File: config.mk
export PLATFORM = sky130hd
export DESIGN_NAME = ctrl_pipe
export DESIGN_NICKNAME = d
export VERILOG_FILES = /design/src/rtl/ctrl_pipe.sv
export SDC_FILE = /design/constraint.sdc
export NUM_CORES = 1
export LEC_CHECK = 0
export CAP_MARGIN = 10
export CORE_MARGIN = 3
export CORE_UTILIZATION = 42
export DETAILED_ROUTE_END_ITERATION = 10
export PLACE_DENSITY = 0.86
export SLEW_MARGIN = 20
export SYNTH_ARGS = -nofsm -noshare
export SYNTH_HDL_FRONTEND = slang
export SYNTH_SLANG_ARGS = --single-unit
File: constraint.sdc
create_clock -name clk -period 1.6 [get_ports clk]
set_input_delay 0.32 -clock clk [delete_from_list [all_inputs] [get_ports clk]]
set_output_delay 0.32 -clock clk [all_outputs]
set_load 0.02 [all_outputs]
File: src/rtl/ctrl_pipe.sv
// Control-word pipeline for stages E/M/W with per-stage stall/flush, register-hazard
// detection against the decode sources, and a sticky flag for non-prefix stall vectors.
module ctrl_pipe #(
    parameter int CW     = 13,
    parameter int NS     = 3,
    parameter int AW     = 5,
    parameter int RW_BIT = 8,
    parameter int MR_BIT = 12
) (
    input  logic             clk,
    input  logic             rst,
    input  logic [CW-1:0]    ctl_d,
    input  logic             valid_d,
    input  logic [AW-1:0]    dst_d,
    input  logic [AW-1:0]    rs_d,
    input  logic [AW-1:0]    rt_d,
    input  logic [NS-1:0]    stall,
    input  logic [NS-1:0]    flush,
    output logic [NS*CW-1:0] ctl_q,
    output logic [NS-1:0]    valid_q,
    output logic [NS*AW-1:0] dst_q,
    output logic [NS-1:0]    rs_hit,
    output logic [NS-1:0]    rt_hit,
    output logic             load_use,
    output logic             stall_err
);

    logic [NS-1:0]    stg_valid_q, stg_valid_d;
    logic [NS*CW-1:0] stg_ctl_q, stg_ctl_d;
    logic [NS*AW-1:0] stg_dst_q, stg_dst_d;
    logic             err_q, err_d;
    logic             stall_illegal;

    // A legal stall vector is a run of ones from bit 0; any 0->1 step upward breaks that.
    always_comb begin
        stall_illegal = 1'b0;
        for (int i = 1; i < NS; i++) begin
            if (stall[i] && !stall[i-1]) begin
                stall_illegal = 1'b1;
            end
        end
        err_d = err_q | stall_illegal;
    end

    always_comb begin
        stg_valid_d = stg_valid_q;
        stg_ctl_d   = stg_ctl_q;
        stg_dst_d   = stg_dst_q;

        if (flush[0]) begin
            stg_valid_d[0]     = 1'b0;
            stg_ctl_d[0 +: CW] = '0;
            stg_dst_d[0 +: AW] = '0;
        end else if (!stall[0]) begin
            // Invalid decode slots still advance, but carry an all-zero control word.
            stg_valid_d[0]     = valid_d;
            stg_ctl_d[0 +: CW] = valid_d ? ctl_d : '0;
            stg_dst_d[0 +: AW] = dst_d;
        end

        for (int i = 1; i < NS; i++) begin
            if (flush[i]) begin
                stg_valid_d[i]        = 1'b0;
                stg_ctl_d[i*CW +: CW] = '0;
                stg_dst_d[i*AW +: AW] = '0;
            end else if (!stall[i]) begin
                if (stall[i-1]) begin
                    stg_valid_d[i]        = 1'b0;
                    stg_ctl_d[i*CW +: CW] = '0;
                    stg_dst_d[i*AW +: AW] = '0;
                end else begin
                    stg_valid_d[i]        = stg_valid_q[i-1];
                    stg_ctl_d[i*CW +: CW] = stg_ctl_q[(i-1)*CW +: CW];
                    stg_dst_d[i*AW +: AW] = stg_dst_q[(i-1)*AW +: AW];
                end
            end
        end
    end

    always_ff @(posedge clk) begin
        if (rst) begin
            stg_valid_q <= '0;
            stg_ctl_q   <= '0;
            stg_dst_q   <= '0;
            err_q       <= 1'b0;
        end else begin
            stg_valid_q <= stg_valid_d;
            stg_ctl_q   <= stg_ctl_d;
            stg_dst_q   <= stg_dst_d;
            err_q       <= err_d;
        end
    end

    // Hazard logic reads only registered stage state and decode operands, never stall/flush.
    always_comb begin
        rs_hit = '0;
        rt_hit = '0;
        for (int i = 0; i < NS; i++) begin
            rs_hit[i] = stg_valid_q[i] & stg_ctl_q[i*CW + RW_BIT] &
                        (|stg_dst_q[i*AW +: AW]) & (stg_dst_q[i*AW +: AW] == rs_d);
            rt_hit[i] = stg_valid_q[i] & stg_ctl_q[i*CW + RW_BIT] &
                        (|stg_dst_q[i*AW +: AW]) & (stg_dst_q[i*AW +: AW] == rt_d);
        end
    end

    assign load_use  = valid_d & stg_valid_q[0] & stg_ctl_q[MR_BIT] & (rs_hit[0] | rt_hit[0]);
    assign ctl_q     = stg_ctl_q;
    assign valid_q   = stg_valid_q;
    assign dst_q     = stg_dst_q;
    assign stall_err = err_q;

endmodule

# Word-level counts from Yosys, hierarchy flattened
# Cells that the tools add are included.
[classes]
n_eq_ne = 6
muxes = 9
n_bitwise = 17
reduce_logical = 10
[ops]
columns = ["cell", "n"]
rows = [
  ["2-to-1 mux 13 bit", 3],
  ["equality test 5 bit", 6],
  ["AND 1 bit", 15],
  ["OR reduction 5 bit", 3],
  ["2-to-1 mux 5 bit", 2],
  ["OR reduction 2 bit", 3],
  ["2-to-1 mux 1 bit", 4],
  ["logical AND 1 bit", 2],
  ["zero test 1 bit", 2],
  ["OR 1 bit", 2],
]
[word_totals]
register_bits = 58
out_inout_bits = 65
word_cells = 52

# Longest topological paths before layout
[logic_depth]
word_depth = 5
ltp_mapped = 5
mapped_depth_nobuf = 4

# Worst setup path after synthesis
# No wires, ideal clock.
[synth_timing]
path_kind = "reg-to-output"
from = "reg stg_dst_q[9] (netlist: dst_q[9])"
to = "out rs_hit[1]"
arrival_time_ns = 1.514
required_ns = 1.280
slack_ns = -0.234
stages_incl_launch_ff = 4
path_cell_list = "dfxtp_1 or4_1 o211ai_2 nor4_1"
[synth_between]
elab_chain_cells = 3
elab_cells_between_ends = 4
[synth_lines]
columns = ["element", "line_no", "source"]
rows = [
  ["from (decl)", "30", "logic [NS*AW-1:0] stg_dst_q, stg_dst_d;"],
  ["from (signal assigned)", "89", "stg_dst_q <= stg_dst_d;"],
  ["OR reduction 5 bit", "100", "(|stg_dst_q[i*AW +: AW]) & (stg_dst_q[i*AW +: AW] == rs_d);"],
  ["AND 1 bit", "99", "rs_hit[i] = stg_valid_q[i] & stg_ctl_q[i*CW + RW_BIT] &"],
  ["AND 1 bit (*)", "100", ""],
  ["to (decl)", "22", "output logic [NS-1:0] rs_hit,"],
]
# Every way passes the cells marked *; elsewhere a longest branch is shown, timed or not.

# Final worst setup path
[layout_timing]
from = "reg stg_dst_q[0] (netlist: dst_q[0])"
to = "out rs_hit[0]"
# The elaborated chain is that of the path after synthesis.

==> parameters.txt <==
Parameter                              Value

Status
  Status    finished, violations left
  Violations in the final reports    setup timing

CTS
  TritonCTS clock tree    done
  CTS HTree Levels    3
  Worst skew pair latency    roughly 330 ps
  Number of buffers on the longest clock path    2
  Clock slew seen by the registers of the worst setup and hold paths    ~60 ps
  TritonCTS buffer count    9
  Sink count of the clock tree    58
  Clock root buffer    sky130_fd_sc_hd__clkbuf_8

STA
  Number of hold violations in the final report    0
  Final Critical Period    slightly above 2000 ps
  Max-slew violations    0
  Slack of the critical path    -418 ps
  Final cycle utilization of the critical path    1.26
  RSZ-0062 raised after global routing    yes
  Top achievable clock speed    between 400 and 500 MHz
  Relative slew slack    0.703
  Final worst clock skew    between 8 and 9 ps
  # setup viols final    7
  Worst Tran Pin Value    444 ps

Setup path
  Worst r2r dst    dst_q[13]$_SDFFE_PP0N_
  FF-to-FF setup slack    roughly 630 ps
  Highest net fanout along the worst path    5
  Worst reg2reg path depth    4
  Required time worst endpoint    ~1300 ps
  Crit path kind    reg2out
  Critical path data arrival time    1700 ps
  Startpoint types    register
  Launch instance of the worst register-to-register path    dst_q[8]$_SDFFE_PP0N_
  CP Capture Type    output pin

Yosys
  Number of library cell types mapped by synthesis    22
  Avg Inst Size Synth    9.37 µm²
  Synth Instances    between 200 and 300
  Cell area after synthesis    around 2400 µm²
  Sequential fraction of the synthesis area    0.492
  Count of state elements after synthesis    58
  Total nets after synthesis    about 290
  Number of warnings reported in the yosys synthesis log    0

Placed design
  Final HPWL from detailed placement    a little under 6000 µm
  RePlAce Congestion    0.848
  Quantity of I/O buffers inserted on ports    slightly above 100
  # placed instances    450

Power and ir drop
  Power per standard cell area    around 790 nW/µm²
  LEAKAGE    between 1.5 and 2 nW
  Worst-case vdd ir drop    around 0.00063 V
  Overall power consumption    between 3 and 4 mW

GRT
  Largest net degree at the start of global routing    23
  Global-route wire length before repair    12000 µm
  Vias in the first global route    between 2000 and 2500
  Total GRT Usage    0.244
  Congestion Overflow GR    0
  Met3 global-route usage    0.0543
  Met1 capacity usage during global routing    0.285
  GRT busiest layer    met2
  Number of antenna violations at the first check in global routing    0
  M2 GR Usage    0.428

Min path
  Hold Path Stages    2
  Worst Hold Path EP    stall_err$_SDFF_PP0_
  Class of the worst hold path    reg2reg
  Startpoint of the most critical hold path    stall_err$_SDFF_PP0_

Layout
  Core Util, Final    0.763
  Number of non-filler instances in the completed layout    around 470
  Area of the multi-input gates    ~1200 µm²
  Fraction of final layout cells with drive strength greater than 1    0.251
  Antenna diode count    0
  Number of nets in the finished design    431
  P&R area growth vs syn    70.1%
  Layout filler cell count    slightly below 400
  Storage element area    approximately 1200 µm²

Routing
  Drt first pass iters    4
  1st-iter DRT viols    ~140
  Wire length per cell after detailed routing    16.9 µm
  DRC Markers    0
  Count of vias placed by the detailed router    about 2500
  Final routed wirelength across all metal layers    ~8000 µm
  Avg Vias per Cell    about 5.2
  Remaining antenna violation count after routing    0

Die
  Initial Util    0.448
  Top-level port count    between 100 and 150
  Area of the core    roughly 5300 µm²
  Floorplan row count    26
  Die Y    81.0 µm
  Die Span X    between 80 and 90 µm
  Overall die area    approximately 6600 µm²

Run
  Max Cap Violations    0
[worst max-delay path, stage by stage, from the launching register on]
cell and delay, ps:
sky130_fd_sc_hd__dfxtp_4 360, sky130_fd_sc_hd__or4_4 540, sky130_fd_sc_hd__o211ai_4 270, sky130_fd_sc_hd__nor2_2 60, sky130_fd_sc_hd__buf_6 130
[metal layers]
layer	wire, µm	part of all wire
met2	4040	0.51
met3	468	0.059
met5	0	0
met4	150	0.019
met1	3290	0.41
[flip-flops by register name (all words and copies together), names as in the netlist]
register   flops
stall_err      1
valid_q        3
ctl_q         39
dst_q         15
[worst max-delay path by stage]
| stage | slack, ps | from | end | cells after the start |
|---|---|---|---|---|
| 2_1_floorplan | -20 | dst_q[12]$_SDFFE_PP0N_ | rs_hit[2] | 3 |
| 3_3_place_gp | -830 | rt_d[1] | load_use | 6 |
| 3_5_place_dp | -880 | rt_d[4] | load_use | 6 |
| 4_1_cts | -460 | dst_q[1]$_SDFFE_PP0N_ | rs_hit[0] | 4 |
| 5_1_grt | -460 | dst_q[0]$_SDFFE_PP0N_ | rs_hit[0] | 4 |
| 6_report | -420 | dst_q[0]$_SDFFE_PP0N_ | rs_hit[0] | 4 |
[metrics by stage]
stage / worst slack [ps] / hold WS (ps) / instance area [µm²] / TNS, ps
2_1_floorplan: -22.2 / 392 / 2440 / -62.6
3_3_place_gp: -834 / 453 / 3790 / -8050
3_5_place_dp: -885 / 490 / 3790 / -8920
4_1_cts: -458 / 500 / 3960 / -2930
5_1_grt: -462 / 528 / 4020 / -3010
6_report: -418 / 499 / 4020 / -2720
[final cells by class]
type                       instances  share of cell area
clock inverter                     2             0.00872
sequential                        58               0.295
timing repair buffer             148               0.324
clock buffer                      14              0.0405
multi-input combinational        177               0.309
tap                               70              0.0218
[logic make-up (layout without fill, tap and decap cells)]
group | Yosys count | in the layout | synth area share
multiplexers | 5 | 5 | 0.0212
AO/OA/AOI/OAI | 57 | 57 | 0.183
AND/OR/NAND/NOR | 85 | 85 | 0.160
XOR/XNOR | 30 | 30 | 0.111
buffers and inverters | 17 | 164 | 0.0328
flip-flops | 58 | 58 | 0.492
[cell usage after synthesis]
master,count,area [µm²]
sky130_fd_sc_hd__a22oi_1,49,368
sky130_fd_sc_hd__buf_2,8,40.0
sky130_fd_sc_hd__mux2i_1,5,50.1
sky130_fd_sc_hd__xor2_1,14,123
sky130_fd_sc_hd__or4_1,2,15.0
sky130_fd_sc_hd__nor4_1,4,25.0
sky130_fd_sc_hd__nor2b_1,1,6.26
sky130_fd_sc_hd__nor2_2,2,12.5
sky130_fd_sc_hd__xnor2_1,16,140
sky130_fd_sc_hd__buf_4,1,7.51
sky130_fd_sc_hd__dfxtp_1,58,1160
sky130_fd_sc_hd__a21oi_1,4,20.0
sky130_fd_sc_hd__or2_2,3,18.8
sky130_fd_sc_hd__nor3_1,2,10.0
sky130_fd_sc_hd__clkbuf_1,7,26.3
sky130_fd_sc_hd__o211ai_2,3,37.5
sky130_fd_sc_hd__nand3_1,7,35.0
sky130_fd_sc_hd__a211oi_1,1,7.51
sky130_fd_sc_hd__nor3b_1,2,15.0
sky130_fd_sc_hd__nor2_1,61,229
sky130_fd_sc_hd__or4_4,1,11.3
sky130_fd_sc_hd__buf_1,1,3.75
[timing repair]
item,4_1_cts,5_1_grt
resized for setup,104,18
hold buffers,0,0
gates cloned,0,0
setup buffers,1,2
endpoints found under the setup margin,63,14
pin swaps,11,11
[placed cells by master (no fill, tap or decap), drive strengths merged]
master / count
clkdlybuf4s50: 30
a211oi: 1
nor3: 2
clkbuf: 15
nand3: 7
a21oi: 4
or4: 3
nor2b: 1
mux2i: 5
xor2: 14
nor2: 63
nor3b: 2
clkinv: 1
buf: 54
dfxtp: 58
dlymetal6s2s: 8
xnor2: 16
o211ai: 3
or2: 3
dlygate4sd2: 55
bufinv: 1
nor4: 4
a22oi: 49
[power by group]
group	switching, mW	total (mW)	internal (mW)
combinational	0.185	0.374	0.189
clock	0.528	1.33	0.804
sequential	0.0153	1.47	1.45
total	0.728	3.17	2.45
(Power assumes the default switching activity.)
